File: src/rtl/mb_uart_tx_param.sv
// Parameterised UART transmitter with a small transmit FIFO.
// Frame: start bit, DATA_W data bits LSB first, optional parity, STOP_BITS stop bits.
module mb_uart_tx_param #(
    parameter int CLK_DIV    = 5208,
    parameter int DATA_W     = 8,
    parameter int PARITY     = 0,
    parameter int STOP_BITS  = 1,
    parameter int FIFO_DEPTH = 4
) (
    input  logic              clk,
    input  logic              rst_n,
    input  logic [DATA_W-1:0] data,
    input  logic              data_f,
    output logic              full,
    output logic              overflow,
    output logic              busy,
    output logic              send_finish,
    output logic              uart_tx
);

    localparam int AW = $clog2(FIFO_DEPTH);
    localparam logic [AW:0] DEPTH_C    = (AW+1)'(FIFO_DEPTH);
    localparam logic [15:0] DIV_LAST   = 16'(CLK_DIV - 1);
    localparam logic [15:0] DIV_PENULT = 16'(CLK_DIV - 2);
    localparam logic [2:0]  LAST_BIT   = 3'(DATA_W - 1);
    localparam logic        STOP_LAST  = (STOP_BITS == 2);

    typedef enum logic [2:0] {IDLE, START, DATA, PAR, STOP} state_t;

    state_t            state;
    logic [DATA_W-1:0] mem [FIFO_DEPTH];
    logic [AW-1:0]     wr_ptr;
    logic [AW-1:0]     rd_ptr;
    logic [AW:0]       count;
    logic [AW:0]       count_next;
    logic [DATA_W-1:0] head;
    logic [DATA_W-1:0] shift;
    logic              par_bit;
    logic              par_next;
    logic [15:0]       div_cnt;
    logic [2:0]        bit_idx;
    logic              stop_idx;
    logic              bit_end;
    logic              last_stop;
    logic              push;
    logic              pop;

    // Handshake decode: a pop happens whenever the FSM is ready to start a frame and data waits.
    always_comb begin
        head       = mem[rd_ptr];
        par_next   = (PARITY == 1) ? ~(^head) : ^head;
        bit_end    = (div_cnt == DIV_LAST);
        last_stop  = bit_end && (stop_idx == STOP_LAST);
        push       = data_f && !full;
        pop        = (count != '0) &&
                     ((state == IDLE) || ((state == STOP) && last_stop));
        count_next = count;
        if (push && !pop) begin
            count_next = count + 1'b1;
        end else if (pop && !push) begin
            count_next = count - 1'b1;
        end
    end

    // FIFO storage; contents need no reset because the pointers and level define validity.
    always_ff @(posedge clk) begin
        if (push) begin
            mem[wr_ptr] <= data;
        end
    end

    // FIFO pointers, level, and the registered full/overflow flags.
    always_ff @(posedge clk or negedge rst_n) begin
        if (!rst_n) begin
            wr_ptr   <= '0;
            rd_ptr   <= '0;
            count    <= '0;
            full     <= 1'b0;
            overflow <= 1'b0;
        end else begin
            if (push) begin
                wr_ptr <= wr_ptr + 1'b1;
            end
            if (pop) begin
                rd_ptr <= rd_ptr + 1'b1;
            end
            count    <= count_next;
            full     <= (count_next == DEPTH_C);
            overflow <= data_f && full;
        end
    end

    // Frame sequencer: every bit lasts CLK_DIV clocks; all line-side outputs are registered.
    always_ff @(posedge clk or negedge rst_n) begin
        if (!rst_n) begin
            state       <= IDLE;
            uart_tx     <= 1'b1;
            busy        <= 1'b0;
            send_finish <= 1'b0;
            div_cnt     <= '0;
            bit_idx     <= '0;
            stop_idx    <= 1'b0;
            shift       <= '0;
            par_bit     <= 1'b0;
        end else begin
            send_finish <= 1'b0;
            case (state)
                IDLE: begin
                    uart_tx <= 1'b1;
                    div_cnt <= '0;
                    if (pop) begin
                        shift   <= head;
                        par_bit <= par_next;
                        state   <= START;
                        uart_tx <= 1'b0;
                        busy    <= 1'b1;
                    end
                end
                START: begin
                    if (bit_end) begin
                        state   <= DATA;
                        uart_tx <= shift[0];
                        div_cnt <= '0;
                        bit_idx <= '0;
                    end else begin
                        div_cnt <= div_cnt + 1'b1;
                    end
                end
                DATA: begin
                    if (bit_end) begin
                        div_cnt <= '0;
                        if (bit_idx == LAST_BIT) begin
                            if (PARITY != 0) begin
                                state   <= PAR;
                                uart_tx <= par_bit;
                            end else begin
                                state    <= STOP;
                                uart_tx  <= 1'b1;
                                stop_idx <= 1'b0;
                            end
                        end else begin
                            bit_idx <= bit_idx + 1'b1;
                            shift   <= shift >> 1;
                            uart_tx <= shift[1];
                        end
                    end else begin
                        div_cnt <= div_cnt + 1'b1;
                    end
                end
                PAR: begin
                    if (bit_end) begin
                        state    <= STOP;
                        uart_tx  <= 1'b1;
                        stop_idx <= 1'b0;
                        div_cnt  <= '0;
                    end else begin
                        div_cnt <= div_cnt + 1'b1;
                    end
                end
                STOP: begin
                    if ((div_cnt == DIV_PENULT) && (stop_idx == STOP_LAST)) begin
                        send_finish <= 1'b1;
                    end
                    if (bit_end) begin
                        div_cnt <= '0;
                        if (stop_idx == STOP_LAST) begin
                            if (pop) begin
                                shift   <= head;
                                par_bit <= par_next;
                                state   <= START;
                                uart_tx <= 1'b0;
                            end else begin
                                state <= IDLE;
                                busy  <= 1'b0;
                            end
                        end else begin
                            stop_idx <= 1'b1;
                        end
                    end else begin
                        div_cnt <= div_cnt + 1'b1;
                    end
                end
                default: begin
                    state   <= IDLE;
                    uart_tx <= 1'b1;
                    busy    <= 1'b0;
                end
            endcase
        end
    end

endmodule

File: config.mk
export PLATFORM = sky130hd
export DESIGN_NAME = mb_uart_tx_param
export DESIGN_NICKNAME = d
export VERILOG_FILES = /design/src/rtl/mb_uart_tx_param.sv
export SDC_FILE = /design/constraint.sdc
export NUM_CORES = 1
export LEC_CHECK = 0
export CELL_PAD_IN_SITES_DETAIL_PLACEMENT = 0
export CELL_PAD_IN_SITES_GLOBAL_PLACEMENT = 1
export CORE_UTILIZATION = 45
export DETAILED_ROUTE_END_ITERATION = 10
export DONT_BUFFER_PORTS = 1
export PLACE_DENSITY_LB_ADDON = 0.1
export SLEW_MARGIN = 5
export SYNTH_ARGS = -nofsm -noshare
export SYNTH_HDL_FRONTEND = slang
export SYNTH_SLANG_ARGS = --single-unit
File: constraint.sdc
create_clock -name clk -period 3.7 [get_ports clk]
set_input_delay 0.37 -clock clk [delete_from_list [all_inputs] [get_ports clk]]
set_output_delay 0.37 -clock clk [all_outputs]
set_load 0.03 [all_outputs]
# Word level (Yosys, flattened, before mapping)
# Memory sizes are Yosys's and may differ from the RTL's.
# Index checks and enable logic that the tools add are counted.
word_totals:
  register_bits: 43
  ramBits: 32
  word_cells: 113
  memories: 1
classes:
  add_sub_neg: 6
  n_eq_ne: 18
  n_mux: 47
  bitwise: 2
  n_reduce_logical: 26
mem_list:
  columns: ["name", "depth", "word_bits", "rd", "rd_clocked_by_memory_dff", "wr", "line", "rtl"]
  rows:
  - ["mem", 4, 8, 1, 0, 1, "31", "logic [DATA_W-1:0] mem [FIFO_DEPTH];"]
op_table:
  columns: ["cell", "count"]
  rows:
  - ["$mux 8", 5]
  - ["$mux 3", 12]
  - ["$eq 16x13->1 const B", 2]
  - ["$pmux 16 s2", 1]
  - ["$pmux 8 s3", 1]
  - ["$mux 1", 22]
  - ["$ne 2x2->1 const B", 10]
  - ["$add 16x1->16 const B", 1]
  - ["$mux 16", 1]
  - ["$pmux 3 s5", 1]
  - ["$reduce_and 5->1", 3]
  - ["$eq 3x3->1 const B", 3]
  - ["$reduce_bool 3->1", 3]
  - ["$logic_and 1x1->1", 8]
  - ["$reduce_and 7->1", 1]
  - ["$add 3x1->3 const B", 2]
  - ["$eq 3x2->1 const B", 2]
  - ["$pmux 1 s3", 2]
  - ["$pmux 3 s2", 1]
  - ["$reduce_and 6->1", 1]
  - ["$pmux 1 s5", 1]
  - ["$add 2x1->2 const B", 2]
  - ["$reduce_and 4->1", 1]
  - ["$reduce_bool 2->1", 2]
  - ["8 further kinds", 11]

# Longest topological paths before layout
logic_depth:
  ltp_word: 9
  mapped_depth: 7

# Worst setup path after synthesis
# Ideal clock, no wire load.
synth_path:
  path_type: "register to register"
  start: "reg div_cnt[0]"
  end: "reg shift[0]"
  setup_ns: 0.125
  arrival_time_ns: 1.838
  path_slack_ns: 1.737
  stages_incl_launch_ff: 8
  path_buffers: 1
  synth_period_minus_slack_ns: 1.963
  path_cell_list: "dfrtp_1 > ha_1 > nor4bb_4 > and4_1 > buf_6 > a21oi_4 > nor2_8 > mux2_2"
synth_via:
  elab_chain_cells: 9
  elab_cells_between_ends: 12
synth_rtl:
  columns: ["item", "line", "rtl"]
  rows:
  - ["from (decl)", "40", "logic [15:0] div_cnt;"]
  - ["from (signal assigned)", "126", "div_cnt <= div_cnt + 1'b1;"]
  - ["from (signal assigned)", "147", "div_cnt <= div_cnt + 1'b1;"]
  - ["from (signal assigned)", "157", "div_cnt <= div_cnt + 1'b1;"]
  - ["$eq 16x13->1 *", "52", "bit_end = (div_cnt == DIV_LAST);"]
  - ["$logic_and 1x1->1", "53", "last_stop = bit_end && (stop_idx == STOP_LAST);"]
  - ["$logic_and 1x1->1", "56", "((state == IDLE) || ((state == STOP) && last_stop));"]
  - ["$logic_or 1x1->1", "56", null]
  - ["$logic_and 1x1->1", "55", "pop = (count != '0) &&"]
  - ["$mux 8 (3 in series)", null, null]
  - ["$pmux 8 s3", null, null]
  - ["to (signal assigned)", "143", "shift <= shift >> 1;"]
  - ["to (decl)", "37", "logic [DATA_W-1:0] shift;"]
# Mark *: on every way between the ends. The rest lies on a longest branch, timed or not. The select of a mux whose other input is x is not followed.
# A chain may end at the register's enable or synchronous reset.

# Final worst setup path
# Same ends and word-level chain as after synthesis.

==> results.yml <==
critical_path:
  cp_slowest_cell: "and4_1"
  crit_path_end_kind: "register"
  worstPathArrival_ns: 2.50
  path_cells: "ha_1 > nor4bb_4 > and4_1 > a21oi_4 > nor2_8 > mux2_2"
  path_delay_family: "simple AND/OR/NAND/NOR gates"
  r2r_slack_ns: 1.42
  crit_fanout: 8
  crit_buf_inv: 0
  start_kind: "register"
  critPathKind: "register to register"
  crit_required_ns: 3.93
  max_stage_delay_ns: 0.48
sta:
  timing.fmax_mhz: 439
  setup_viol_count_final: 0
  fin_tns_setup_ns: 0
  rsz0062_at_grt: "false"
  fin_crit_sh_pct: 61.5
  period_minus_slack_ns: 2.28
  worst_slew_pin_slew_ns: 0.839
  hold_viol_final: 0
  fin_worst_skew_ns: 0.0179
  maxSlewHeadroom_pct: 44.0
  maxSlewViolCount: 0
placement:
  place.gp.congestion: 0.741
  portBuffers: 0
  place_hpwl_microns: 4580
detailed_routing:
  drtIter0Drc: 95
  drtPass1Iterations: 4
  drc: 0
  vias: 2140
  drt-total-wl_microns: 6680
  routed_via_density: 5.45
  postRouteAntennaNets: 0
  wl_per_cell_microns: 17.0
cells_and_area:
  fin_nets: 308
  final_cell_mix: "dfrtp_1, edfxtp_1, nor2_1"
  drive_gt1_share_pct: 16.8
  multiInputGateArea_sq_mm: 0.00154
  fin_util_pct: 50.9
  diodes: 0
  seqCellArea_sq_mm: 0.00201
  final_common_cell: "dfrtp_1"
  synthToLayoutAreaGrowth_pct: 8.41
  fillers: 701
clock_tree:
  clockBufferDepth: 2
  cts_tree: "built"
  htreeDepth: 3
  cts_resized: 0
  cts-root-buf: "clkbuf_8"
  clk_pin_slew_ns: 0.09
  cts.sinks: 74
  insertion_delay_ns: 0.35
  cts_made_buffers: 9
run_status:
  status: "finished, final reports clean"
power_and_ir_drop:
  ir_drop_mv: 0.288
  cellLeakagePower_nw: 1.50
  power_per_cell_area_mw_per_mm2: 675
  total_power_mw: 2.66
yosys:
  ys.warnings.count: 0
  async_flop_share_pct: 56.8
  synth.net_count: 305
  synth_top_area_cell: "dfrtp_1"
  synth_cell_types: 56
  ys_ff_latch: 74
  syn_area_sq_mm: 0.00364
  ys_seq_area_share_pct: 55.3
  synth_edf_count: 32
  synth_area_leaders: "dfrtp_1, edfxtp_1, mux4_2"
  ys.flop_type: "dfrtp_1"
  avgSynthCellArea_sq_um: 12.9
  syn_inst: 283
  yosysTopAreaCellShare_pct: 28.2
grt:
  grt_max_degree: 43
  grt_pass1_vias: 2234
  track_usage_pct: 18.3
  antenna_found_initial: 0
  grt_pass1_wl_microns: 11600
  grt-ovfl-total: 0
floorplan:
  initial_utilization_pct: 46.9
  core_sq_mm: 0.00777
  die_y_microns: 92.0
  dieArea_sq_mm: 0.00846
  rows: 32
  die_w_microns: 92.0
  ioPinCount: 16
flow_run:
  drv_cap: 0
hold_path:
  hp-class: "input pin to register"
-- power by group --
group | internal, mW | total (mW) | switching (mW)
combinational | 0.373 | 0.707 | 0.333
clock | 0.382 | 0.671 | 0.290
sequential | 1.06 | 1.29 | 0.222
-- synth_stat cells (all sizes together), types with 2 or more instances --
master	instances
nor3	9
o22ai	4
mux2	15
a21oi	9
nand3	11
o21ai	13
nor4b	2
o41ai	2
nor2	26
dfrtp	41
ha	11
xor2	4
buf	7
mux4	8
inv	7
or2	2
clkbuf	3
nand2	16
and2	7
o31ai	3
nand2b	4
o211ai	3
nand4	6
xnor2	12
and4	4
and3	2
edfxtp	32
-- repair_timing --
| action | 4_1_cts | 5_1_grt |
|---|---|---|
| hold buffers | 2 | 0 |
| setup buffers | 0 | 0 |
| endpoints found under the hold margin | 42 | 0 |
-- through the flow --
step	setup slack (ns)	instance area, sq um	hold slack, ns	instances
after floorplan	1.74	3640	0.0744	283
final	1.42	3950	0.109	393
after global routing	1.27	3950	0.0876	393
after detailed placement	1.42	3710	0.0759	375
after CTS	1.40	3950	0.0985	393
after global placement	1.48	3710	0.0760	375
-- state kept, by name (all words and copies together) (netlist names) --
name,cells
div_cnt,16
state,3
mem,32
overflow,1
wr_ptr,2
uart_tx,1
bit_idx,3
rd_ptr,2
count,3
busy,1
send_finish,1
full,1
shift,8
-- kinds of logic after synthesis --
kind of cell,Yosys count,synth area share (%)
flip-flops,74,55.3
AO/OA/AOI/OAI,43,8.45
AND/OR/NAND/NOR,98,16.3
multiplexers,24,9.86
adder cells (fa/ha/maj),11,3.78
XOR/XNOR,16,3.85
buffers and inverters,17,2.51
-- routing by layer --
| layer | up-vias | global-route usage [%] | part of all wire, % |
|---|---|---|---|
| met5 | - | 0 | 0 |
| met4 | 0 | 6.25 | 1.5 |
| met3 | 8 | 4.48 | 2.7 |
| met2 | 25 | 27.9 | 47 |
| met1 | 1056 | 25.4 | 49 |
| li1 | 1051 | - | - |
-- worst reg2reg max path: stages, from the launching register on --
cell and delay [ns]:
dfrtp_1 0.43, ha_1 0.23, nor4bb_4 0.37, and4_1 0.48, a21oi_4 0.14, nor2_8 0.16
mux2_2 0.35
-- worst paths after layout --
path,start,end,cells after the start
worst max-delay path,div_cnt[0]$_DFFE_PN0P_,shift[0]$_DFFE_PN0P_,6
worst min-delay path,data[4],mem[1][4]$_DFFE_PP_,0
worst max register to register,div_cnt[0]$_DFFE_PN0P_,shift[0]$_DFFE_PN0P_,6
worst min register to register,bit_idx[1]$_DFFE_PN0P_,bit_idx[1]$_DFFE_PN0P_,2
max in group asynchronous,rst_n,uart_tx$_DFFE_PN1P_,2
min in group asynchronous,rst_n,div_cnt[14]$_DFFE_PN0P_,2
-- final cells by class --
type	instances	area share, %
Timing Repair Buffer	2	0.950
Tap cell	102	3.23
Clock inverter	3	1.71
Multi-Input combinational cell	192	39.0
Inverter	7	0.665
Clock buffer	13	3.52
Sequential cell	74	51.0
No activity file was read; power rests on OpenSTA's default activity.
